===== src/rtl/credit_controller.sv =====
// credit_controller: coin credit counter, start grant and blink-gated credit display sequencer
// Ports: clk, resetN (async active-low); coinIn/startIn debounced levels (rising edge = event);
// gameOver, startOfFrame 1-cycle pulses; credits 0..MAX_CREDITS; creditVisible display gate;
// gameStart 1-cycle grant pulse; inGame high while a game runs.
module credit_controller #(
  parameter int MAX_CREDITS  = 9,
  parameter int BLINK_FRAMES = 60,
  parameter int BLINK_HALF   = 8
) (
  input  logic       clk,
  input  logic       resetN,
  input  logic       coinIn,
  input  logic       startIn,
  input  logic       gameOver,
  input  logic       startOfFrame,
  output logic [3:0] credits,
  output logic       creditVisible,
  output logic       gameStart,
  output logic       inGame
);
  localparam int FW = $clog2(BLINK_FRAMES + 1);
  localparam int HW = $clog2(BLINK_HALF + 1);
  typedef enum logic [1:0] {IDLE, BLINK, GAME} state_t;
  state_t state;
  logic coinQ, coinD, startQ, startD;
  logic [FW-1:0] frameCnt;
  logic [HW-1:0] halfCnt;
  logic coinRise, startRise, grant;
  logic [4:0] sum;
  logic [3:0] credNext;
  // Inputs are sampled first, so edges act 2 clk after the level rises.
  // A simultaneous coin and grant nets to zero, even at saturation.
  always_comb begin
    coinRise  = coinQ & ~coinD;
    startRise = startQ & ~startD;
    grant     = startRise && state != GAME && credits != 4'd0;
    sum       = 5'(credits) + 5'(coinRise) - 5'(grant);
    credNext  = sum > 5'(MAX_CREDITS) ? 4'(MAX_CREDITS) : sum[3:0];
  end
  always_ff @(posedge clk or negedge resetN) begin
    if (!resetN) begin
      state         <= IDLE;
      coinQ         <= 1'b0;
      coinD         <= 1'b0;
      startQ        <= 1'b0;
      startD        <= 1'b0;
      frameCnt      <= '0;
      halfCnt       <= '0;
      credits       <= 4'd0;
      creditVisible <= 1'b1;
      gameStart     <= 1'b0;
      inGame        <= 1'b0;
    end else begin
      coinQ     <= coinIn;
      coinD     <= coinQ;
      startQ    <= startIn;
      startD    <= startQ;
      credits   <= credNext;
      gameStart <= grant;
      if (grant) begin
        state         <= GAME;
        inGame        <= 1'b1;
        creditVisible <= 1'b1;
      end else if (state == GAME) begin
        if (gameOver) begin
          state  <= IDLE;
          inGame <= 1'b0;
        end
      end else if (coinRise) begin
        state         <= BLINK;
        frameCnt      <= '0;
        halfCnt       <= '0;
        creditVisible <= 1'b0;
      end else if (state == BLINK && startOfFrame) begin
        if (frameCnt == FW'(BLINK_FRAMES - 1)) begin
          state         <= IDLE;
          creditVisible <= 1'b1;
        end else begin
          frameCnt      <= frameCnt + 1'b1;
          halfCnt       <= halfCnt == HW'(BLINK_HALF - 1) ? '0 : halfCnt + 1'b1;
          creditVisible <= halfCnt == HW'(BLINK_HALF - 1) ? ~creditVisible : creditVisible;
        end
      end
    end
  end
endmodule


===== config.mk =====
export PLATFORM = sky130hd
export DESIGN_NAME = credit_controller
export DESIGN_NICKNAME = d
export VERILOG_FILES = /design/src/rtl/credit_controller.sv
export SDC_FILE = /design/constraint.sdc
export NUM_CORES = 1
export LEC_CHECK = 0
export ABC_AREA = 1
export BUFFER_PORTS_ARGS = -buffer_cell sky130_fd_sc_hd__buf_2
export CAP_MARGIN = 20
export CORE_UTILIZATION = 52
export DETAILED_ROUTE_END_ITERATION = 10
export PLACE_DENSITY = 0.82
export SLEW_MARGIN = 10
export SYNTH_ARGS = -nofsm -noshare
export SYNTH_HDL_FRONTEND = slang
export SYNTH_SLANG_ARGS = --single-unit

===== constraint.sdc =====
create_clock -name clk -period 2.3 [get_ports clk]
set_clock_uncertainty 0.05 [all_clocks]
set_input_delay 0.115 -clock clk [delete_from_list [all_inputs] [get_ports clk]]
set_output_delay 0.115 -clock clk [all_outputs]
set_load 0.02 [all_outputs]

== Yosys cells after proc, flatten, opt, wreduce, memory -nomap -nowiden ==
Index checks and enable logic that the tools add are counted.
Word-level totals
  flip-flop bits (word level): 23
  output and inout port bits: 7
  logic and storage cells: 69
Cells by class
  add/subtract/negate cells: 4
  $lt $le $gt $ge: 1
  equal/unequal tests: 8
  multiplexer cells: 23
  bitwise logic cells: 7
  reductions and logical operators: 15
Operators by type and width (number)
  $mux 4: 5
  $mux 6: 3
  $reduce_bool 4->1: 4
  $mux 2: 6
  $mux 1: 9
  $add 6x1->6 const B: 1
  $eq 6x6->1 const B: 1
  $ne 2x2->1 const B: 3
  $reduce_and 3->1: 2
  $reduce_bool 2->1: 3
  $add 4x1->5: 1
  $gt 5x4->1 const B: 1
  $not 1->1: 5
  $sub 5x1->5: 1
  $add 4x1->4 const B: 1
  $eq 4x3->1 const B: 1
  $reduce_and 4->1: 1
  $logic_and 1x1->1: 3
  $ne 3x3->1 const B: 1
  $reduce_bool 3->1: 1
  $and 1x1->1: 2
  $eq 2x1->1 const B: 1
  $eq 2x2->1 const B: 1
  $reduce_and 2->1: 1

== Depth between registers and ports, before layout ==
Gate-level depths: netlist of the first run.
  depth in word-level cells: 7
  mapped depth: 14
  gate-level depth less buffers: 14

== Least setup slack after synthesis of the first run ==
No wires, ideal clock.
  path kind: reg-to-reg
  start point: register credits[2]
  end point: register credits[2]
  setup time: 0.123 ns
  arrival: 2.224 ns
  required time: 2.127 ns
  path slack: -0.097 ns
  cell stages (with the launch flop): 14
  cell sequence: dfrtp_1 -> inv_1 -> ha_1 -> nand2_1 -> nand3_4 -> ha_1 -> ha_1 -> inv_1 -> fa_1 -> nand3b_1 -> nand3_1 -> nand2_1 -> nand2_1 -> nor2_1
On the way
  cells in the longest elaborated chain, start to end: 5
  elaborated cells between the ends (all ways): 6
  classes of those cells: 2 x add/sub; 1 x order compare; 1 x mux; 2 x reduce/logical
RTL lines
  from (decl): line 16  | output logic [3:0] credits,
  from (signal assigned): line 58  | credits <= credNext;
  parallel branches: the longest is 2 deep, another holds $add 4x1->5
  $sub 5x1->5 (*): line 37  | sum = 5'(credits) + 5'(coinRise) - 5'(grant);
  $gt 5x4->1: line 38  | credNext = sum > 5'(MAX_CREDITS) ? 4'(MAX_CREDITS) : sum[3:0];
  $mux 4 (*): line 38
  net credNext[2]: line 30  | logic [3:0] credNext;
Mark *: on every way through the listed nets, which the timed path passes.
A chain may end at the register's enable or synchronous reset.

== Worst setup path after layout of the first run ==
  start point: register credits[3]
  end point: register credits[2]
Same word-level chain as after synthesis.

==> results.md, run 1 <==
- Tcrit/Tclk final: 0.983
- Static leakage: 0.836 nW
- Netlist area before placement: 0.00132 mm^2
- Flops & latches, synth: 23
- Synthesis Warnings: 0
- Measured slew at the worst slew-check pin: 0.503 ns
- Nets: 205
- Total grt overflow: 0
- Total detailed-routing wirelength: 2.70 mm
- PD cells: around 950 mW/mm^2
- Outcome: completed
- Post-route cell area: 0.00157 mm^2
- Layout cell share with drive strength beyond 1: 0.250
- PortBufs: 12
- P&R area growth vs syn: 19.1%
- DRC Markers: 0
- Req. time, crit path: 2.49 ns
- Routed len/inst: 12.5 um
- Worst Hold Path Cells: 4
- Vias: 1150
- Final Max Tran Viols: 0
- Die Height: 52.3 um
- Root buffer cell: clkbuf_4
- RSZ-0062 raised after global routing: yes
- Reg2Reg Depth: 14
- Clock Latency Late Sink: 0.31 ns
- DP Cell Count: between 200 and 250
- 1st-pass router iterations: 4
- Hold wc startpoint: gameOver
- Vias in the first global route: approximately 1100
- Area of the die: approximately 0.0027 mm^2
- Fin crit period: approximately 2.3 ns
- Row cnt: 17
- Filler Cell Count: ~180
- Synth unique cells: 22
- Critical path launch point: credits[3]
- Post-DP HPWL: 1.86 mm
- Ports: 13
- Final number of hold-violating endpoints: 0
- Hold Crit Class: input pin to register
- N_diodes: 0
- Ranking of synthesized cells by area: dfrtp_1 (42%), nand2_1 (15%), nand3_1 (8.7%)
- Fmax: 442 MHz
- Htree depth: 1
- Endpoints failing setup: 0
- Largest net degree at the start of global routing: 24
- GP Congestion: 0.902
- Net Count, Synth: around 180
- First-pass GRT wire length: 4.62 mm
- RR Startpoint: credits[3]
- DRT iter0 DRCs: 44
- Cell Area, Placed: between 0.001 and 0.0015 mm^2
- Synth Instances: approximately 160
- CP endpoint kind: register
- CP max FO: 4
- CTS sink cnt: 23
- Post-synthesis sequential area ratio: 0.438
- Antenna violations before repair: 0
- Rel. slew slack: 0.665
- Gr usage total: 0.227
- Crit Path Class: register to register
- Final core utilization: 0.682
- VDD IR max: 0.000589 V
- Post-Layout Cell Count: 216
- Worst-path clk slew: 0.13 ns
- Most common cell after layout, fill and taps aside: nand2_1
- Synth top area share: 0.418
- WP data arrival: 2.45 ns
- Routed Antenna Nets: 0
- Starting Density: 0.573
- Syn Area/Cell: 8.08 um^2
- Clk buf depth: 2
- Vias per cell: 5.32
- CTS tree: built
- Num CTS Buffers: 3
- Area leader, netlist: dfrtp_1
- Die W: 52.3 um
- Most frequent cells in the layout: nand2_1 (48), nand3_1 (23), dfrtp_1 (20), nor2_1 (15), inv_1 (13)
- MaxCap Viol Count: 0
- Core Box Area: 0.00230 mm^2
- Startpoint types: register
-- routing by layer --
| metal | part of all wire | vias up | GRT usage | wire length [um] |
|---|---|---|---|---|
| met5 | 0 | - | 0 | 0 |
| met4 | 0.0037 | 0 | 0.0789 | 10 |
| met3 | 0.050 | 2 | 0.0435 | 135 |
| met2 | 0.49 | 37 | 0.367 | 1330 |
| met1 | 0.45 | 543 | 0.300 | 1220 |
| li1 | - | 568 | - | - |
-- worst max-delay path: stages (launching register included) --
cell and delay, ns:
dfrtp_2 0.39, inv_2 0.05, ha_4 0.15, nand2_4 0.05, nand3_4 0.09, ha_4 0.29
ha_4 0.12, inv_2 0.04, fa_2 0.39, nand3b_1 0.19, nand2_1 0.08, nand2_1 0.06
nand2_2 0.07, nand2_2 0.07, nor2_1 0.10
-- stage by stage --
stage | worst slack, ns | total power (W) | hold slack (ns) | setup TNS [ns]
5_1_grt | -0.0851 | 0.00163 | 0.0980 | -0.214
3_5_place_dp | -0.0232 | 0.00122 | 0.0697 | -0.0358
2_1_floorplan | 0.0180 | 0.00104 | -0.231 | 0
3_3_place_gp | 0.0614 | 0.00118 | 0.0584 | 0
4_1_cts | 0.00925 | 0.00144 | 0.0763 | 0
6_report | 0.0395 | 0.00150 | 0.0857 | 0
-- state kept, by name, summed over array words and instances, names as in the netlist --
signal,cells
inGame,1
coinD,1
gameStart,1
halfCnt,4
frameCnt,6
startQ,1
state,2
creditVisible,1
credits,4
startD,1
coinQ,1
-- repair_timing --
action | CTS | global route
hold buffers | 3 | 0
buffers inserted | 2 | 2
hold endpoints to repair | 24 | 0
pin swaps | 0 | 6
endpoints found under the setup margin | 4 | 4
resized for setup | 4 | 9
-- synthesized netlist by cell type --
master	count
a21oi_1	2
buf_4	1
buf_6	1
dfrtp_1	22
dfstp_2	1
fa_1	1
ha_1	9
inv_1	16
inv_2	1
nand2_1	51
nand2_2	3
nand3_1	23
nand3_2	2
nand3_4	1
nand3b_1	2
nor2_1	16
nor2_2	2
nor3_1	1
nor3b_1	2
o21ai_0	2
o21bai_1	1
xor2_1	3
-- cells by family (layout without fill, tap and decap cells) --
logic type	count (synthesis)	count (layout)	share of synthesized area
buffers and inverters	19	44	0.0627
XOR/XNOR	3	3	0.0200
flip-flops	23	23	0.438
adder cells (fa/ha/maj)	10	10	0.101
AO/OA/AOI/OAI	5	5	0.0209
AND/OR/NAND/NOR	103	103	0.357
-- where the power goes --
group | switching (W) | internal (W) | total [W]
Sequential | 0.0000884 | 0.000515 | 0.000604
Clock | 0.000121 | 0.0000649 | 0.000185
Combinational | 0.000419 | 0.000287 | 0.000707
Total | 0.000628 | 0.000867 | 0.00150
-- layout make-up --
cell class	instances	area, um^2	share of cell area
Multi-Input combinational cell	121	712	0.454
Clock buffer	3	22.5	0.0144
Tap cell	28	35.0	0.0223
Inverter	17	63.8	0.0407
Clock inverter	1	5.00	0.00319
Timing Repair Buffer	23	150	0.0958
Sequential cell	23	579	0.370
-- final timing paths --
path,to,slack (ns)
setup / recovery,credits[2],0.04
hold / removal,inGame,0.09
setup reg to reg,credits[2],0.04
hold reg to reg,startD,0.34
max in group asynchronous,credits[2],1.59
min in group asynchronous,inGame,0.23
Note: power is estimated with default switching activity, not from simulation.
==> inputs of run 2 (changes only) <==
--- a/config.mk
+++ b/config.mk
@@ -5,12 +5,12 @@
 export SDC_FILE = /design/constraint.sdc
 export NUM_CORES = 1
 export LEC_CHECK = 0
-export ABC_AREA = 1
+export ABC_AREA = 0
 export BUFFER_PORTS_ARGS = -buffer_cell sky130_fd_sc_hd__buf_2
 export CAP_MARGIN = 20
-export CORE_UTILIZATION = 52
+export CORE_UTILIZATION = 51
 export DETAILED_ROUTE_END_ITERATION = 10
-export PLACE_DENSITY = 0.82
+export PLACE_DENSITY = 0.81
 export SLEW_MARGIN = 10
 export SYNTH_ARGS = -nofsm -noshare
 export SYNTH_HDL_FRONTEND = slang
==> run 2 against run 1 <==
Net effect:
- the flow now finishes with violations (setup timing)
- highest routed layer unchanged
- via count is 4.7% lower
- total power increased by 18%
- non-clock buffer count rose by 15
- critical path depth fell by 1
- combinational power grew 46%
- die area decreased by 0.15%
- fmax fell by 24%
==> results.md, run 2 <==
- DRC Markers: 0 (unchanged)
- Sw Pwr: 0.000702 W (+12%)
- Die Height: 52.3 um (about the same)
- Clk buf depth: 2 (unchanged)
- Hold Crit Class: input pin to async pin
- 1st-pass router iterations: 4 (unchanged)
- Worst-path clk slew: 0.13 ns (about the same)
- Adder-cell area share of the yosys netlist: 0.103 (+0.00215)
- CTS sink cnt: 23 (unchanged)
- VDD IR max: 0.00121 V (+110%)
- Crit Path Class: register to register
- N_diodes: 0 (unchanged)
- Ports: 13 (unchanged)
- Family with the most delay on the worst path: simple AND/OR/NAND/NOR gates
- Combinational Power Share: 0.581 (+0.109)
- Row cnt: 17 (unchanged)
- Flops & latches, synth: 23 (unchanged)
- Post-synthesis sequential area ratio: 0.448 (+0.00936)
- Final setup TNS: -2.51 ns (-2.51 ns)
- Failing checks: setup timing
- Net Count, Synth: 144 (-20%)
- Syn Area/Cell: 10.1 um^2 (+25%)
- Vias: 1096 (-4.7%)
- Fmax: 338 MHz (-24%)
- Tcrit/Tclk final: 1.29 (+0.305)
- Max reg flops: 6 (unchanged)
- PortBufs: 12 (unchanged)
- Total grt overflow: 0 (unchanged)
- Total detailed-routing wirelength: 3.11 mm (+15%)
- Worst path bufs/invs: 4 (+2)
- Largest net degree at the start of global routing: 24 (unchanged)
- Commonest cells in the netlist: dfrtp_1 (22), inv_1 (10), nand2_1 (10), ha_1 (9), a21oi_1 (7)
- Most used DFF post-synth: dfrtp_1
- Worst path cell trace: inv_2 > ha_4 > or3b_4 > and3b_2 > buf_4 > ha_4 > inv_1 > ha_1 > a21o_1 > a21oi_2 > xor2_2 > buf_4 > nor4_2
- Num CTS Buffers: 3 (unchanged)
- DP Cell Count: 178 (-13%)
- MaxCap Viol Count: 0 (unchanged)
- Synth Instances: 128 (-21%)
- Synthesis Warnings: 0 (unchanged)
- Req. time, crit path: 2.48 ns (about the same)
- CP endpoint kind: register
- Outcome: complete, but fails checks
- Final core utilization: 0.746 (+0.0637)
- Area leader, netlist: dfrtp_1
- Register name with the most flops: frameCnt
- Clock Latency Late Sink: 0.31 ns (about the same)
- First-pass GRT wire length: 4.99 mm (+7.9%)
- Vias in the first global route: 1175 (+6.5%)
- Post-Layout Cell Count: 194 (-10%)
- Synth unique cells: 38 (+73%)
- Layout cell share with drive strength beyond 1: 0.373 (+0.123)
- Gr usage total: 0.254 (+0.0278)
- Largest family of logic cells by synthesized area: simple AND/OR/NAND/NOR gates
- Starting Density: 0.561 (-0.0120)
- Post-DP HPWL: 1.98 mm (+6.5%)
- Final Max Tran Viols: 0 (unchanged)
- Static leakage: 0.765 nW (-8.4%)
- RSZ-0062 raised after global routing: yes
- GP Congestion: 0.820 (-9.1%)
- Post-Synth XOR/XNOR Area: 0.0340 (+0.0140)
- Area of the die: 0.00273 mm^2 (-0.15%)
- Ranking of synthesized cells by area: dfrtp_1 (43%), ha_1 (8.7%), mux2i_1 (3.9%)
- Share of flip-flops with an asynchronous set or reset: 1.00 (unchanged)
- P_int: 0.00106 W (+23%)
- Slowest CP cell: dfrtp_2
- Rel. slew slack: 0.624 (-0.0408)
- P&R area growth vs syn: 33.0%
- Die W: 52.3 um (about the same)
- Htree depth: 1 (unchanged)
- WP data arrival: 3.14 ns (+0.69 ns)
- DRT iter0 DRCs: 22 (-50%)
- Measured slew at the worst slew-check pin: 0.560 ns (+0.0569 ns)
- Regs by FF count: frameCnt: 6 flops, credits: 4 flops, halfCnt: 4 flops
- CP max stage delay: 0.43 ns (+0.04 ns)
- Total power: 0.00177 W (+18%)
- Fin crit period: 2.96 ns (+0.701 ns)
- Nets: 183 (-11%)
- Routed Antenna Nets: 0 (unchanged)
- Root buffer cell: clkbuf_4
- Netlist area before placement: 0.00129 mm^2 (-2.1%)
- Synth top area share: 0.427 (+0.00893)
- Post-synth EDFFs: 0 (unchanged)
- Antenna violations before repair: 0 (unchanged)
- Most frequent cells in the layout: buf_4 (22), dfrtp_1 (20), buf_2 (12), nand2_1 (10)
- CP max FO: 4 (unchanged)
- Endpoints failing setup: 4 (+4)
- Most numerous cell in the Yosys netlist: dfrtp_1
- PD cells: 1030 mW/mm^2 (+8.0%)
- Sequential Power Share: 0.311 (-0.093)
- Final number of hold-violating endpoints: 0 (unchanged)
- Multiplexer share of the synthesized area: 0.0476 (+0.0476)
- Synth Area in Compound Gates: 0.144 (+0.123)
- Most common cell after layout, fill and taps aside: buf_4
- Place WS: -0.541 ns (-0.518 ns)
- Simple-gate share of the synthesized area: 0.178 (-0.180)
- Vias per cell: 5.65 (+6.1%)
- Startpoint types: register
- Switching Share: 0.398 (-0.0225)
- Core Box Area: 0.00230 mm^2 (unchanged)
- Final worst setup slack: -0.661 ns (-0.701 ns)
- Routed len/inst: 16.0 um (+28%)
- Clock power share: 0.108 (-0.016)
- CTS tree: built
-- run 2: cell types whose count changed in the layout (fill, tap and decap cells not counted), moves of 5 or more --
| cell | delta |
|---|---|
| nand2_1 | -38 |
| nor2_1 | -10 |
| nand2_2 | -5 |
| inv_1 | -7 |
| nand3_1 | -17 |
| mux2i_1 | +5 |
| buf_4 | +14 |
-- run 2: path summary, 6_finish.rpt --
kind	start	endpoint	slack, ns	depth (start not counted)
min	resetN	startD	0.25	2
max in group asynchronous	resetN	credits[3]	1.58	2
max	credits[3]	credits[1]	-0.66	13
max reg2reg	credits[3]	credits[1]	-0.66	13
min reg2reg	startQ	startD	0.34	0
min in group clk	startOfFrame	creditVisible	0.29	5
-- run 2: area by class of cell --
type,count,area [um^2]
Sequential cell,23,579
Tap cell,28,35.0
Inverter,10,37.5
Clock buffer,4,26.3
Multi-Input combinational cell,91,771
Timing Repair Buffer,38,265
Fill cell,154,583
-- run 2: power by group through the flow --
| stage | Clock (W) | Sequential (W) | Combinational [W] |
|---|---|---|---|
| after floorplan | 0 | 0.000617 | 0.000406 |
| after global placement | 0 | 0.000550 | 0.000674 |
| after detailed placement | 0 | 0.000555 | 0.000704 |
| after CTS | 0.000195 | 0.000545 | 0.000827 |
| after global routing | 0.000213 | 0.000556 | 0.00112 |
| final | 0.000190 | 0.000549 | 0.00103 |
-- run 2: per-layer routing --
| metal | vias to the layer above | share of wire | global-route usage |
|---|---|---|---|
| met4 | 0 | 0.017 | 0.0789 |
| met5 | - | 0 | 0 |
| met2 | 36 | 0.52 | 0.483 |
| met3 | 6 | 0.039 | 0.0261 |
| met1 | 524 | 0.42 | 0.297 |
| li1 | 530 | - | - |
-- run 2: worst register-to-register path, stage by stage (launching register included) --
cell	delay [ns]
dfrtp_2	0.43
inv_2	0.09
ha_4	0.13
or3b_4	0.36
and3b_2	0.23
buf_4	0.15
ha_4	0.17
inv_1	0.08
ha_1	0.26
a21o_1	0.18
a21oi_2	0.21
xor2_2	0.14
buf_4	0.15
nor4_2	0.24
-- run 2: cells by family after synthesis --
group	after synthesis
AND/OR/NAND/NOR	43
AO/OA/AOI/OAI	27
flip-flops	23
buffers and inverters	14
adder cells (fa/ha/maj)	10
multiplexers	6
XOR/XNOR	5
-- run 2: through the flow --
| step | cell area [um^2] | hold WS (ns) |
|---|---|---|
| detailed placement | 1490 | 0.0624 |
| floorplan | 1310 | -0.231 |
| global placement | 1490 | 0.0607 |
| CTS | 1630 | 0.268 |
| global route | 1710 | 0.288 |
| finish | 1710 | 0.248 |
-- run 2: timing repair --
action                     in CTS  in global routing
setup buffers                   5                  3
resized for setup               7                 10
hold buffers                    4                  0
pin swaps                       5                 13
setup endpoints to repair       4                  4
cloned                          0                  0
hold endpoints to repair       25                  0
